File: src/rtl/config_readback_pkg.sv
// Shared config index constants, FSM state encoding and response-byte helpers
// for the config readback path.
package config_readback_pkg;

  localparam logic [3:0] IDX_MODE       = 4'h0;
  localparam logic [3:0] IDX_BRIGHTNESS = 4'h1;
  localparam logic [3:0] IDX_ANIM       = 4'h4;
  localparam logic [3:0] IDX_DUMP       = 4'hF;
  localparam logic [3:0] NACK_NIBBLE    = 4'hE;

  localparam logic [1:0] DUMP_LAST = 2'd2;

  typedef enum logic [2:0] {
    IDLE,
    LOAD,
    START,
    DATA,
    STOP
  } cfg_state_e;

  // Config index carried by each frame of a dump, in transmit order.
  function automatic logic [3:0] dump_index(input logic [1:0] n);
    case (n)
      2'd0:    dump_index = IDX_MODE;
      2'd1:    dump_index = IDX_BRIGHTNESS;
      default: dump_index = IDX_ANIM;
    endcase
  endfunction

  // Response byte doubles as a config write command restoring the value.
  function automatic logic [7:0] resp_byte(input logic [3:0] idx,
                                           input logic [3:0] mode_v,
                                           input logic [3:0] bright_v,
                                           input logic [3:0] anim_v);
    case (idx)
      IDX_MODE:       resp_byte = {idx, mode_v};
      IDX_BRIGHTNESS: resp_byte = {idx, bright_v};
      IDX_ANIM:       resp_byte = {idx, anim_v};
      default:        resp_byte = {NACK_NIBBLE, idx};
    endcase
  endfunction

endpackage

File: src/rtl/config_readback_uart_tx_core.sv
// 8N1 UART transmitter: loads a byte on start, sends START/DATA/STOP and can
// chain directly into another LOAD when more frames are pending.
module uart_tx_core
  import config_readback_pkg::*;
#(
  parameter int unsigned CLKS_PER_BIT = 434
) (
  input  logic       clk,
  input  logic       rst_n,
  input  logic       start,
  input  logic [7:0] data,
  input  logic       more,
  output logic       busy,
  output logic       frame_done,
  output logic       tx
);

  localparam int unsigned           BAUD_W    = $clog2(CLKS_PER_BIT);
  localparam logic [BAUD_W-1:0]     BAUD_LAST = BAUD_W'(CLKS_PER_BIT - 1);

  cfg_state_e        state_q, state_d;
  logic [BAUD_W-1:0] baud_q;
  logic [2:0]        bit_q;
  logic [7:0]        shift_q;
  logic              tx_q;
  logic              line;
  logic              baud_last;

  assign baud_last = (baud_q == BAUD_LAST);
  assign busy      = (state_q != IDLE);
  assign tx        = tx_q;

  always_comb begin
    state_d    = state_q;
    frame_done = 1'b0;
    line       = 1'b1;
    case (state_q)
      IDLE:  if (start) state_d = LOAD;
      LOAD:  state_d = START;
      START: begin
        line = 1'b0;
        if (baud_last) state_d = DATA;
      end
      DATA: begin
        line = shift_q[0];
        if (baud_last && (bit_q == 3'd7)) state_d = STOP;
      end
      STOP: begin
        if (baud_last) begin
          frame_done = 1'b1;
          state_d    = more ? LOAD : IDLE;
        end
      end
      default: state_d = IDLE;
    endcase
  end

  // tx is registered from the current state, so the line lags the state by
  // one cycle; the caller's ready logic accounts for that lag.
  always_ff @(posedge clk) begin
    if (!rst_n) begin
      state_q <= IDLE;
      baud_q  <= '0;
      bit_q   <= '0;
      shift_q <= '0;
      tx_q    <= 1'b1;
    end else begin
      state_q <= state_d;
      tx_q    <= line;
      case (state_q)
        LOAD: begin
          shift_q <= data;
          baud_q  <= '0;
          bit_q   <= '0;
        end
        START, DATA, STOP: begin
          baud_q <= baud_last ? '0 : baud_q + 1'b1;
          if ((state_q == DATA) && baud_last) begin
            shift_q <= {1'b0, shift_q[7:1]};
            bit_q   <= bit_q + 3'd1;
          end
        end
        default: baud_q <= '0;
      endcase
    end
  end

endmodule

File: src/rtl/config_readback.sv
// Config register readback over UART: accepts an index request, snapshots the
// live registers and returns one byte (or three for a dump).
module config_readback
  import config_readback_pkg::*;
#(
  parameter int unsigned CLKS_PER_BIT = 434
) (
  input  logic       clk,
  input  logic       rst_n,
  input  logic       req_valid,
  input  logic [3:0] req_index,
  output logic       req_ready,
  input  logic [3:0] mode,
  input  logic [3:0] brightness,
  input  logic [3:0] animation_sel,
  output logic       tx
);

  logic       req_ready_q;
  logic [3:0] snap_idx_q;
  logic [3:0] snap_mode_q;
  logic [3:0] snap_bright_q;
  logic [3:0] snap_anim_q;
  logic       is_dump_q;
  logic [1:0] dump_cnt_q;

  logic       accept;
  logic       core_busy;
  logic       frame_done;
  logic       more;
  logic [3:0] sel_idx;
  logic [7:0] frame_byte;

  assign accept    = req_valid && req_ready_q;
  assign req_ready = req_ready_q;
  assign more      = is_dump_q && (dump_cnt_q != DUMP_LAST);
  assign sel_idx   = is_dump_q ? dump_index(dump_cnt_q) : snap_idx_q;
  assign frame_byte = resp_byte(sel_idx, snap_mode_q, snap_bright_q, snap_anim_q);

  // Ready returns one cycle after the core goes idle, which is the edge that
  // ends the stop bit on the registered tx line.
  always_ff @(posedge clk) begin
    if (!rst_n) begin
      req_ready_q   <= 1'b1;
      snap_idx_q    <= '0;
      snap_mode_q   <= '0;
      snap_bright_q <= '0;
      snap_anim_q   <= '0;
      is_dump_q     <= 1'b0;
      dump_cnt_q    <= '0;
    end else if (accept) begin
      req_ready_q   <= 1'b0;
      snap_idx_q    <= req_index;
      snap_mode_q   <= mode;
      snap_bright_q <= brightness;
      snap_anim_q   <= animation_sel;
      is_dump_q     <= (req_index == IDX_DUMP);
      dump_cnt_q    <= '0;
    end else begin
      if (!core_busy) req_ready_q <= 1'b1;
      if (frame_done) dump_cnt_q <= dump_cnt_q + 2'd1;
    end
  end

  uart_tx_core #(
    .CLKS_PER_BIT(CLKS_PER_BIT)
  ) u_tx (
    .clk       (clk),
    .rst_n     (rst_n),
    .start     (accept),
    .data      (frame_byte),
    .more      (more),
    .busy      (core_busy),
    .frame_done(frame_done),
    .tx        (tx)
  );

endmodule
File: config.mk
export PLATFORM = sky130hd
export DESIGN_NAME = config_readback
export DESIGN_NICKNAME = d
export VERILOG_FILES = /design/src/rtl/config_readback_pkg.sv /design/src/rtl/config_readback_uart_tx_core.sv /design/src/rtl/config_readback.sv
export SDC_FILE = /design/constraint.sdc
export NUM_CORES = 1
export LEC_CHECK = 0
export ABC_AREA = 1
export CAP_MARGIN = 20
export CORE_AREA = 5 5 76 78
export DETAILED_ROUTE_END_ITERATION = 7
export DIE_AREA = 0 0 81 83
export SYNTH_ARGS = -nofsm -noshare
export SYNTH_HDL_FRONTEND = slang
export SYNTH_SLANG_ARGS = --single-unit
File: constraint.sdc
create_clock -name clk -period 3.4 [get_ports clk]
set_input_delay 0.68 -clock clk [delete_from_list [all_inputs] [get_ports clk]]
set_output_delay 0.68 -clock clk [all_outputs]
set_load 0.005 [all_outputs]
# Word level (Yosys, flattened, before mapping)
# Cells that the tools add are included.
# word_totals
out_inout_bits	2
register_bits	44
elab_cells	66
input_bits	19
# classes
eq_ne	17
addsub	3
n_reduce_logical	14
bitwise_logic	2
mux	18
# ops
op	count
one-hot mux 8 bit (3 select lines)	1
one-hot mux 8 bit (2 select lines)	1
two-way mux 3 bit	5
one-hot mux 3 bit (5 select lines)	1
one-hot mux 3 bit (2 select lines)	2
adder 9 x 1 -> 9 bit (second input constant)	1
== test 9 bit (second input constant)	1
two-way mux 8 bit	1
!= test 2 x 1 -> 1 bit (second input constant)	4
== test 3 x 2 -> 1 bit (second input constant)	2
== test 3 bit (second input constant)	2
!= test 2 bit (second input constant)	3
OR reduction 3 bit	2
two-way mux 1 bit	5
== test 4 x 1 -> 1 bit (second input constant)	1
== test 4 x 3 -> 1 bit (second input constant)	1
== test 4 bit (second input constant)	1
logical AND 1 bit	4
logical NOT 4 bit	1
two-way mux 4 bit	1
AND reduction 4 bit	1
adder 3 x 1 -> 3 bit (second input constant)	1
== test 3 x 1 -> 1 bit (second input constant)	1
logical NOT 3 bit	1
other kinds (9)	10

# Longest topological paths before layout
# logic_depth
ltp_word	6
depth_mapped	12
depth_no_buf	12

# Cells and area by module
# A second synthesis with hierarchy kept.
# hier_totals
cells_unflattened	320
hier_area_um2	2222.1
# by_module_without_submodules
mod	cells_each	instances	seq_area_each_um2	area_per_inst_um2
uart_tx_core	169	1	480.5	1217.4
config_readback	151	1	400.4	1004.7

# Least setup slack after synthesis
# OpenSTA, ideal clock, no wires.
# synth_path
kind	register to register
from	register dump_cnt_q[0]
to	register u_tx.shift_q[2]
path_stages_with_launch	11
setup_time_ps	117
n_path_buf	0
synth_period_minus_slack_ps	1501
setup_slack_ps	1899
required_ps	3283
arrival_ps	1384
path_cell_list	dfxtp_1 > inv_1 > ha_1 > nor2_1 > nand2_1 > o21ai_1 > nand2_2 > nand3_1 > nand3_1 > nor2_1 > nor2_1
# synth_between
elab_chain_len	6
elab_cells_between_ends	9
classes_between	3 x eq/ne; 4 x mux; 2 x reduce/logical
# synth_lines
element	line	text
from (decl)	config_readback.sv:25	logic [1:0] dump_cnt_q;
from (signal assigned)	config_readback.sv:61	if (frame_done) dump_cnt_q <= dump_cnt_q + 2'd1;
== test 2 x 1 -> 1 bit / logical NOT 2 bit (equally long branches)	config_readback_pkg.sv:23	case (n)
one-hot mux 3 bit (2 select lines) *	config_readback_pkg.sv:23	
two-way mux 4 bit *	config_readback.sv:37	assign sel_idx = is_dump_q ? dump_index(dump_cnt_q) : snap_idx_q;
== test 4 x 3 -> 1 bit, or another cell as far along	config_readback_pkg.sv:35	case (idx)
one-hot mux 8 bit (3 select lines) *	config_readback_pkg.sv:35	
one-hot mux 8 bit (2 select lines) *	config_readback_uart_tx_core.sv:70	case (state_q)
to (signal assigned)	config_readback_uart_tx_core.sv:72	shift_q <= data;
to (signal assigned)	config_readback_uart_tx_core.sv:79	shift_q <= {1'b0, shift_q[7:1]};
to (decl)	config_readback_uart_tx_core.sv:24	logic [7:0] shift_q;
# Every way passes the cells marked *; elsewhere a longest branch is shown, timed or not.
# A chain may end at the register's enable or synchronous reset.

# Worst setup path in the final report
# layout_path
from	input req_valid
to	register dump_cnt_q[0]
# layout_between
elab_chain_len	2
# layout_lines
element	line	text
from (decl)	config_readback.sv:10	input logic req_valid,
logical AND 1 bit	config_readback.sv:34	assign accept = req_valid && req_ready_q;
OR reduction 2 bit (no source line)	n/a	
# Every way passes these cells.

==> out/metrics.csv <==
stage,metric,value,unit
outcome,status,"complete, no violations",
floorplan,core area,5010,um2
routing,TritonRoute pass-1 iters,4,
yosys,"EDFF count, synth",0,
placed_design,placer congestion estimate,0.7365,
timing,relative slew slack,65.57,%
routing,vias,1795,
global_route,initial antenna violation count,0,
routing,WL/cell,11.38,um
yosys,top-area cell type share of the netlist area,40.37,%
clock_tree,total CTS buffers,5,
floorplan,I/O pin count,21,
global_route,largest net degree at the start of global routing,26,
finish,Reg area,880.8,um2
clock_tree,Max clock buf depth,2,
min_path,HP Start,u_tx.bit_q[0],
yosys,Syn Std Cell Area,2182,um2
global_route,first-pass GRT wire length,7.624,mm
pwr,Worst VDD drop,263.5,uV
critical_path,Reg2Reg Setup Slack,1.57,ns
finish,area of the multi-input gates,1171,um2
finish,Nets,334,
finish,share of cells above drive strength 1,12.66,%
timing,Final period util,61.24,%
critical_path,critical path class,input port to register,
global_route,total grt overflow,0,
floorplan,Die X,81,um
finish,number of inserted diodes,0,
pwr,Lkg Pwr,0.0009847,uW
clock_tree,post-cts sizing count,0,
critical_path,Worst Setup SP,req_valid,
timing,max-slew violations,0,
finish,most frequent cells in the layout,"nor2_1 (51), dfxtp_1 (44), nand2_1 (41)",
finish,Non-Filler Instances,378,
floorplan,Cell Rows,26,
yosys,Mean Syn Cell Area,7.656,um2
routing,routed wire length,4.301,mm
timing,measured slew at the worst slew-check pin,0.5130,ns
timing,Setup-failing EPs final,0,
yosys,Ys Warns,0,
min_path,worst hold-check path type,register to register,
yosys,Mapped Cells,285,
floorplan,die area,6723,um2
routing,DRT antenna net count,0,
timing,Final Hold Vio Count,0,
clock_tree,Clock Latency Late Sink,0.29,ns
yosys,"Seq/Total Area, Yosys",40.37,%
critical_path,Crit path required time,3.63,ns
timing,min Tclk post-route,2.082,ns
critical_path,WP data arrival,2.31,ns
clock_tree,CTS tree,built,
routing,DRC violations left,0,
clock_tree,post-CTS setup buffers,0,
timing,RSZ-0062 raised after global routing,false,
finish,area delta synth->final,16.23,%
yosys,Most used DFF post-synth,dfxtp_1,
placed_design,IO Port Bufs,20,
critical_path,Startpoint Class,input port,
timing,FMAX,480.2,MHz
finish,Filler Cell Count,552,
critical_path,reg2reg start,dump_cnt_q[0],
yosys,library cells used by synthesis,40,
yosys,syn nets,312,
finish,post-layout util,50.62,%
critical_path,Critical Path Sink Type,register,
critical_path,critical path peak fanout,19,
timing,Fin Setup TNS,0,ns
yosys,Synth area leaders,"dfxtp_1 (40%), nor2_1 (8.8%), nand2_1 (7.1%)",
global_route,GRT Util Overall,14.17,%
routing,vias per cell,4.749,
placed_design,hpwl dp,3.190,mm
routing,1st-iter DRT viols,87,
yosys,"FFs w/ async S/R, synth",0,%
clock_tree,clock root buffer,clkbuf_8,
clock_tree,clock sink count,44,
clock_tree,CTS H-Tree Depth,2,
timing,Hold Slack,0.4664,ns
flow_run,max cap viols,0,
yosys,synthesized flop and latch total,44,
clock_tree,"Hold-fix buffers, CTS",0,
clock_tree,Clock transition at path regs,0.08,ns
placed_design,placed cell count,370,
pwr,pwr dens,566.0,nW/um2
global_route,via count of the first global-routing pass,1717,
floorplan,Initial Utilization,43.56,%
finish,"most common cell after layout, fill and taps aside",nor2_1,
timing,clk_skew,0.004519,ns
floorplan,die height,83,um
yosys,Synth area leader,dfxtp_1,
## logic make-up (layout without fill, tap and decap cells)
family	after synthesis	count (layout)	synth area share (%)
XOR/XNOR	3	3	1.204
buffers and inverters	31	54	5.963
AO/OA/AOI/OAI	57	57	15.88
AND/OR/NAND/NOR	142	142	32.00
flip-flops	44	44	40.37
adder cells (fa/ha/maj)	8	8	4.587
## stage by stage
| stage | instance area [um2] | power [uW] | setup slack, ns |
|---|---|---|---|
| CTS | 2536 | 1456 | 1.286 |
| global route | 2536 | 1551 | 0.9633 |
| finish | 2536 | 1436 | 1.318 |
| global placement | 2446 | 1111 | 1.046 |
| floorplan | 2182 | 998.2 | 1.899 |
| detailed placement | 2446 | 1119 | 0.9827 |
## Yosys cell counts, types with 3 or more instances
cell      instances
nand2_1          41
clkbuf_1          3
a21oi_1          20
ha_1              8
dfxtp_1          44
o21ai_1           3
nand2_4           4
nor2_1           51
o21ai_0          21
nand2_2           6
nand4_1           5
nor2_2            3
inv_1            17
nand3_1          21
inv_2             6
## sequential cells by signal, indices dropped and copies added (netlist names)
| name | count |
|---|---|
| dump_cnt_q | 2 |
| u_tx.bit_q | 3 |
| u_tx.tx | 1 |
| u_tx.baud_q | 9 |
| u_tx.state_q | 3 |
| snap_bright_q | 4 |
| snap_mode_q | 4 |
| is_dump_q | 1 |
| snap_idx_q | 4 |
| snap_anim_q | 4 |
| req_ready | 1 |
| u_tx.shift_q | 8 |
## layer usage
| layer | vias to the layer above | GRT usage [%] | share of wire (%) |
|---|---|---|---|
| met4 | 0 | 5.530 | 1.9 |
| met1 | 772 | 19.85 | 52 |
| met2 | 28 | 21.28 | 42 |
| li1 | 987 | - | - |
| met5 | - | 0 | 0 |
| met3 | 8 | 2.597 | 3.5 |
## report_power, final
| group | internal [uW] | switching, uW | leakage, uW |
|---|---|---|---|
| registers | 598 | 48.9 | 0.000361 |
| logic | 172 | 285 | 0.000579 |
| clock network | 166 | 167 | 0.0000455 |
## final timing paths
kind,endpoint,cells past startpoint
max reg2reg,u_tx.shift_q[4],9
min reg2reg,u_tx.bit_q[0],1
max,dump_cnt_q[0],6
min,u_tx.bit_q[0],1
## area by class of cell
type                            instances  area share, %
Clock buffer                            8          3.552
Inverter                               25          3.897
Multi-Input combinational cell        210          46.18
Sequential cell                        44          34.73
Tap cell                               70          3.453
Timing Repair Buffer                   21          8.189
## worst max-delay path, stage by stage
cell and delay [ns]:
clkdlybuf4s50_1 0.39, nand2_1 0.38, inv_1 0.38, nor2_1 0.25, o21ai_0 0.11, a21oi_1 0.11
Note: power is estimated with default switching activity, not from simulation.
